## src/rtl/alu_pkg.sv

```systemverilog
// Shared definitions for the ALU command driver: opcode map and driver state encoding.
package alu_pkg;

  localparam int unsigned OP_W = 3;

  localparam logic [OP_W-1:0] OP_HALF_SUM     = 3'b000;
  localparam logic [OP_W-1:0] OP_DBL_SUM      = 3'b001;
  localparam logic [OP_W-1:0] OP_X_PLUS_HALFY = 3'b010;
  localparam logic [OP_W-1:0] OP_HALF_DIFF    = 3'b011;
  localparam logic [OP_W-1:0] OP_NAND         = 3'b100;
  localparam logic [OP_W-1:0] OP_NOT_X        = 3'b101;
  localparam logic [OP_W-1:0] OP_NOR          = 3'b110;
  localparam logic [OP_W-1:0] OP_XOR          = 3'b111;

  typedef enum logic [1:0] {
    IDLE  = 2'd0,
    DRIVE = 2'd1,
    RESP  = 2'd2
  } drv_state_t;

endpackage

```

## src/rtl/alu_cmd_driver.sv

```systemverilog
// Sequencer that drives one command into an external combinational ALU and returns its result.
// Optional response counter output op_count enabled by ALU_CMD_DRIVER_OP_COUNT_EN.
module alu_cmd_driver
  import alu_pkg::*;
#(
  parameter int unsigned N          = 3,
  parameter int unsigned SETTLE_CYC = 1
) (
  input  logic              clk,
  input  logic              rst_n,
  input  logic              cmd_valid,
  output logic              cmd_ready,
  input  logic [N-1:0]      cmd_x,
  input  logic [N-1:0]      cmd_y,
  input  logic [OP_W-1:0]   cmd_op,
  output logic [N-1:0]      alu_x,
  output logic [N-1:0]      alu_y,
  output logic [OP_W-1:0]   alu_c,
  input  logic [N+1:0]      alu_o,
  output logic              rsp_valid,
  input  logic              rsp_ready,
  output logic [N+1:0]      rsp_data,
  output logic [OP_W-1:0]   rsp_op,
  output logic              busy
`ifdef ALU_CMD_DRIVER_OP_COUNT_EN
  ,
  output logic [15:0]       op_count
`endif
);

  localparam int unsigned CW = (SETTLE_CYC > 1) ? $clog2(SETTLE_CYC + 1) : 1;

  drv_state_t        state, state_nxt;
  logic [CW-1:0]     cnt, cnt_nxt;
  logic [N-1:0]      alu_x_nxt, alu_y_nxt;
  logic [OP_W-1:0]   alu_c_nxt, rsp_op_nxt;
  logic [N+1:0]      rsp_data_nxt;
  logic              rsp_valid_nxt;
  logic              busy_nxt;
`ifdef ALU_CMD_DRIVER_OP_COUNT_EN
  logic [15:0]       op_count_nxt;
`endif

  // Ready is a pure decode of state so a command can land on the first idle edge.
  assign cmd_ready = (state == IDLE);

  always_ff @(posedge clk or negedge rst_n) begin
    if (!rst_n) begin
      state     <= IDLE;
      cnt       <= '0;
      alu_x     <= '0;
      alu_y     <= '0;
      alu_c     <= '0;
      rsp_data  <= '0;
      rsp_op    <= '0;
      rsp_valid <= 1'b0;
      busy      <= 1'b0;
`ifdef ALU_CMD_DRIVER_OP_COUNT_EN
      op_count  <= '0;
`endif
    end else begin
      state     <= state_nxt;
      cnt       <= cnt_nxt;
      alu_x     <= alu_x_nxt;
      alu_y     <= alu_y_nxt;
      alu_c     <= alu_c_nxt;
      rsp_data  <= rsp_data_nxt;
      rsp_op    <= rsp_op_nxt;
      rsp_valid <= rsp_valid_nxt;
      busy      <= busy_nxt;
`ifdef ALU_CMD_DRIVER_OP_COUNT_EN
      op_count  <= op_count_nxt;
`endif
    end
  end

  always_comb begin
    state_nxt     = state;
    cnt_nxt       = cnt;
    alu_x_nxt     = alu_x;
    alu_y_nxt     = alu_y;
    alu_c_nxt     = alu_c;
    rsp_data_nxt  = rsp_data;
    rsp_op_nxt    = rsp_op;
    rsp_valid_nxt = rsp_valid;
`ifdef ALU_CMD_DRIVER_OP_COUNT_EN
    op_count_nxt  = op_count;
`endif

    case (state)
      IDLE: begin
        if (cmd_valid) begin
          alu_x_nxt = cmd_x;
          alu_y_nxt = cmd_y;
          alu_c_nxt = cmd_op;
          cnt_nxt   = CW'(SETTLE_CYC);
          state_nxt = DRIVE;
        end
      end
      DRIVE: begin
        // Counter reaching 1 marks the edge SETTLE_CYC cycles after acceptance.
        cnt_nxt = cnt - CW'(1);
        if (cnt == CW'(1)) begin
          rsp_data_nxt  = alu_o;
          rsp_op_nxt    = alu_c;
          rsp_valid_nxt = 1'b1;
          state_nxt     = RESP;
        end
      end
      RESP: begin
        if (rsp_ready) begin
          rsp_valid_nxt = 1'b0;
          state_nxt     = IDLE;
`ifdef ALU_CMD_DRIVER_OP_COUNT_EN
          op_count_nxt  = op_count + 16'd1;
`endif
        end
      end
      default: begin
        state_nxt = IDLE;
      end
    endcase

    busy_nxt = (state_nxt != IDLE);
  end

endmodule

```

## config.mk

```make
export PLATFORM = sky130hd
export DESIGN_NAME = alu_cmd_driver
export DESIGN_NICKNAME = d
export VERILOG_FILES = /design/src/rtl/alu_pkg.sv /design/src/rtl/alu_cmd_driver.sv
export SDC_FILE = /design/constraint.sdc
export NUM_CORES = 1
export LEC_CHECK = 0
export BUFFER_PORTS_ARGS = -buffer_cell sky130_fd_sc_hd__clkbuf_2
export CAP_MARGIN = 20
export CORE_MARGIN = 2
export CORE_UTILIZATION = 30
export CTS_CLUSTER_DIAMETER = 120
export DETAILED_ROUTE_END_ITERATION = 12
export HOLD_SLACK_MARGIN = 0.1
export PLACE_DENSITY = 0.64
export SLEW_MARGIN = 20
export SYNTH_ARGS = -nofsm -noshare
export SYNTH_HDL_FRONTEND = slang
export SYNTH_SLANG_ARGS = --single-unit
export TNS_END_PERCENT = 5
```

## constraint.sdc

```tcl
create_clock -name clk -period 3.15 [get_ports clk]
set_input_delay 0.315 -clock clk [delete_from_list [all_inputs] [get_ports clk]]
set_output_delay 0.315 -clock clk [all_outputs]
set_load 0.01 [all_outputs]
```

; ---- After elaboration in Yosys (flattened, before gate mapping)
; Cells that the tools add are included.
; Widths: inputs -> output; s select.
[classes]
n_addsub = 1
n_eq_ne = 5
n_mux = 9
n_reduce_logical = 8
[op_table]
columns = op, count
row1 = $mux 2, 3
row2 = $ne 2x2->1 const B, 3
row3 = $pmux 2 s3, 1
row4 = $reduce_and 2->1, 3
row5 = $reduce_bool 2->1, 3
row6 = $pmux 1 s2, 2
row7 = $mux 1, 3
row8 = $reduce_and 3->1, 1
row9 = $eq 2x1->1 const B, 1
row10 = $eq 2x2->1 const B, 1
row11 = $logic_not 2->1, 1
row12 = $sub 1x1->1 const B, 1
[word_totals]
regBits = 22
in_bits = 18
output_inout_bits = 20
word_cells = 32

; ---- Longest topological paths before layout
[depth]
ltp_word = 3
mapped_depth = 4
ltp_nobuf = 2

; ---- Least setup slack after synthesis
; Ideal clock, no wire load.
[synth_path]
path_kind = reg-to-reg
startpoint = reg state[0]
endpoint = reg alu_c[0]
setup_ps = 125
arrival_ps = 1111
required_ps = 3025
slack_ps = 1915
path_stages_with_launch = 5
path_buffers = 2
synth_period_minus_slack_ps = 1235
cell_sequence = dfrtp_1 buf_6 nor3b_2 buf_6 mux2_2
[synth_via]
elab_chain_cells = 2
[synth_rtl]
columns = element, line_no
row1 = from (decl), alu_cmd_driver.sv:33  ; drv_state_t state, state_nxt;
row2 = from (signal assigned), alu_cmd_driver.sv:62  ; state <= state_nxt;
row3 = $logic_not 2->1, alu_cmd_driver.sv:90  ; case (state)
row4 = $reduce_and 2->1 (no line), n/a
row5 = to (signal assigned), alu_cmd_driver.sv:66  ; alu_c <= alu_c_nxt;
row6 = to (decl), alu_cmd_driver.sv:18  ; output logic [OP_W-1:0] alu_c,
; Every way passes these cells.
; A chain may end at the register's enable or synchronous reset.

; ---- Worst setup path in the final report
[layout_path]
startpoint = reg state[1]
endpoint = reg alu_c[2]
; The elaborated chain is that of the path after synthesis.

==> impl_metrics.toml <==
[logic_synthesis]
syn_area_per_cell_um2 = 15.9
yosysWarnings = 0
synth_most_common_cell = "dfrtp_1"
yosysTopAreaCell = "dfrtp_1"
synth.top_cells.by_area = "dfrtp_1 61%, mux2_4 13%, mux2_2 11%"
synthSimpleGateAreaFrac = 0.0649
syn_inst = 57
synth_ff_type = "dfrtp_1"
synth_nets = 75
ys_seq_area_frac = 0.608
synth.cell_area_um2 = 906
async_flop_share = 1.00
synth_top_family_by_area = "multiplexers"
synth-compound-area-share = 0.0456
synth_edf_count = 0
synth.mux.area_fraction = 0.244
synth-xor-area-share = 0
synth_common_cells = "22 x dfrtp_1, 9 x mux2_2, 8 x mux2_4"
synth-seq-cells = 22
synth_top_area_frac = 0.608
synth_fa_ha_area_frac = 0
ys_types = 15

[place]
placed_cells_incl_taps = 122
placed_cell_area_um2 = 1100
gp_congestion = 0.698
place_ws_ns = 1.48
dpl.hpwl_um = 1260
io_buffers = 37

[power_and_ir_drop]
p_leak_uw = 0.000578
p_per_area_nw_per_um2 = 1030
power_frac_clock = 0.128
intPower_uw = 786
pwr-share-seq = 0.445
swShare = 0.333
switching_power_uw = 393
peakVddDrop_v = 0.000409
combinationalPowerShare = 0.427

[critical_path]
crit_buf_inv = 0
path_class = "register to register"
crit_family = "simple AND/OR/NAND/NOR gates"
cp_slowest_cell = "nor3b_2"
critPathMaxFanout = 9
cpPeakStageDelay_ns = 0.63
crit_chain = "nor3b_2 > mux2_2"
crit_path_end_kind = "register"
cp-start-kind = "register"
crit_arrival_ns = 1.82
cp_data_required_time_ns = 3.35

[drt]
via_per_inst = 4.52
drtIter0Drc = 14
route.detailed.drc = 1
detail-route-antenna-nets = 0
routedWlPerCell_um = 12.8
routed_wl_um = 1620
firstDrtPassIters = 7
vias = 574

[cells_and_area]
antennaDiodeCount = 0
drive_above_1_share = 0.625
fin_cells = 127
synthToLayoutAreaGrowth_pct = 26.1
nets = 115
design_area_um2 = 1140

[clock_network]
cts_setup_buffers = 0
cts_tree = "yes"
worst_skew_pair.late_latency_ns = 0.30
cts-root-buf = "clkbuf_4"
numCtsBuffers = 3
clk_path_buf_depth = 2
cts.sinks = 22
cts_max_level = 1
clkTransAtPathRegs_ns = 0.12

[sta]
rsz0062_at_grt = "false"
setup_viol = 0
report.final.slew_viol_count = 0
setup_ws_ns = 1.52
min_period_ns = 1.63
period_share = 0.517
finClkSkew_ns = 0.000909
max_slew_margin = 0.533
setup_tns_ns = 0
whs_ns = 0.236
tightest_slew_ns = 0.698
hold_viol_final = 0
max_freq_ghz = 0.614

[grt]
met3_usage = 0.0286
grt_use_total = 0.102
grt_max_degree = 23
first_global_vias = 609
grt_use_met1 = 0.130
antenna_found_initial = 0
grt_pass1_wl_um = 2670
top_usage_layer = "met2"
grt-ovfl-total = 0
met2_usage = 0.170

[floorplanning]
start_util = 0.323
ios = 38
rows = 19
die_w_um = 59.0
die_area_um2 = 3480
core_area_um2 = 2810
die_height_um = 59.0

[worst_hold_path]
hold_path_class = "input pin to register"

[flow_run]
drv_cap = 0

[outcome]
outcome = "complete, but fails checks"
violations = "design-rule violations"
worst register-to-register path, delay by kind of cell, from the launching register on:
kind             cells  cell delay, ns
flip-flops           1            0.48
AND/OR/NAND/NOR      1            0.63
multiplexers         1            0.41
power by group through the flow:
stage / sequential (uW) / clock [uW] / combinational, uW
global route: 547 / 167 / 550
finish: 524 / 151 / 504
global placement: 520 / 0 / 504
CTS: 527 / 158 / 516
floorplan: 567 / 0 / 308
detailed placement: 530 / 0 / 516
state kept, by name, indices dropped and copies added, names as in the netlist:
register,count
alu_c,3
alu_x,3
alu_y,3
busy,1
cnt,1
rsp_data,5
rsp_op,3
rsp_valid,1
state,2
layout by cell type, fill, tap and decap left out:
master | synthesis | final
o21ba_2 | 1 | 1
o21a_1 | 1 | 1
mux2_4 | 8 | 8
dlygate4sd3_1 | 0 | 1
clkbuf_2 | 0 | 37
nand3b_1 | 1 | 1
clkbuf_8 | 0 | 1
mux2_2 | 9 | 9
nand2_1 | 1 | 1
nand2b_1 | 3 | 3
dfrtp_1 | 22 | 22
clkbuf_4 | 0 | 3
o2bb2ai_1 | 1 | 1
nor3b_2 | 1 | 1
nor2_1 | 2 | 2
or3b_1 | 1 | 1
o21ai_0 | 1 | 1
a21oi_1 | 2 | 2
stage by stage:
stage	util	total power (uW)
2_1_floorplan	-	875
3_3_place_gp	0.391	1020
3_5_place_dp	0.391	1050
4_1_cts	0.407	1200
5_1_grt	0.407	1260
6_report	0.407	1180
repair_timing:
item	4_1_cts	5_1_grt
endpoints found under the hold margin	22	0
resized for setup	0	0
hold buffers	1	0
layout make-up:
class / instances / area [um2]
fill: 288 / 1660
sequential: 22 / 551
multi-input combinational: 32 / 322
timing repair buffer: 38 / 195
tap: 31 / 38.8
clock buffer: 4 / 36.3
kinds of logic after synthesis:
kind of cell    after synthesis
flops                        22
mux                          17
simple gates                  9
compound gates                6
buf+inv                       3
routing by layer:
layer | routed length [um] | part of all wire
met5 | 0 | 0
met3 | 123 | 0.076
met2 | 785 | 0.48
met1 | 712 | 0.44
met4 | 0 | 0
final timing paths:
| kind | start | to | slack [ns] | cells after the start |
|---|---|---|---|---|
| setup / recovery | state[1] | alu_c[2] | 1.52 | 2 |
| hold / removal | cmd_x[2] | alu_x[2] | 0.24 | 2 |
| setup reg to reg | state[1] | alu_c[2] | 1.52 | 2 |
| hold reg to reg | rsp_op[1] | rsp_op[1] | 0.52 | 1 |
| max in group asynchronous | rst_n | rsp_data[1] | 2.28 | 2 |
| min in group asynchronous | rst_n | alu_c[0] | 0.51 | 2 |
Note: power is estimated with default switching activity, not from simulation.
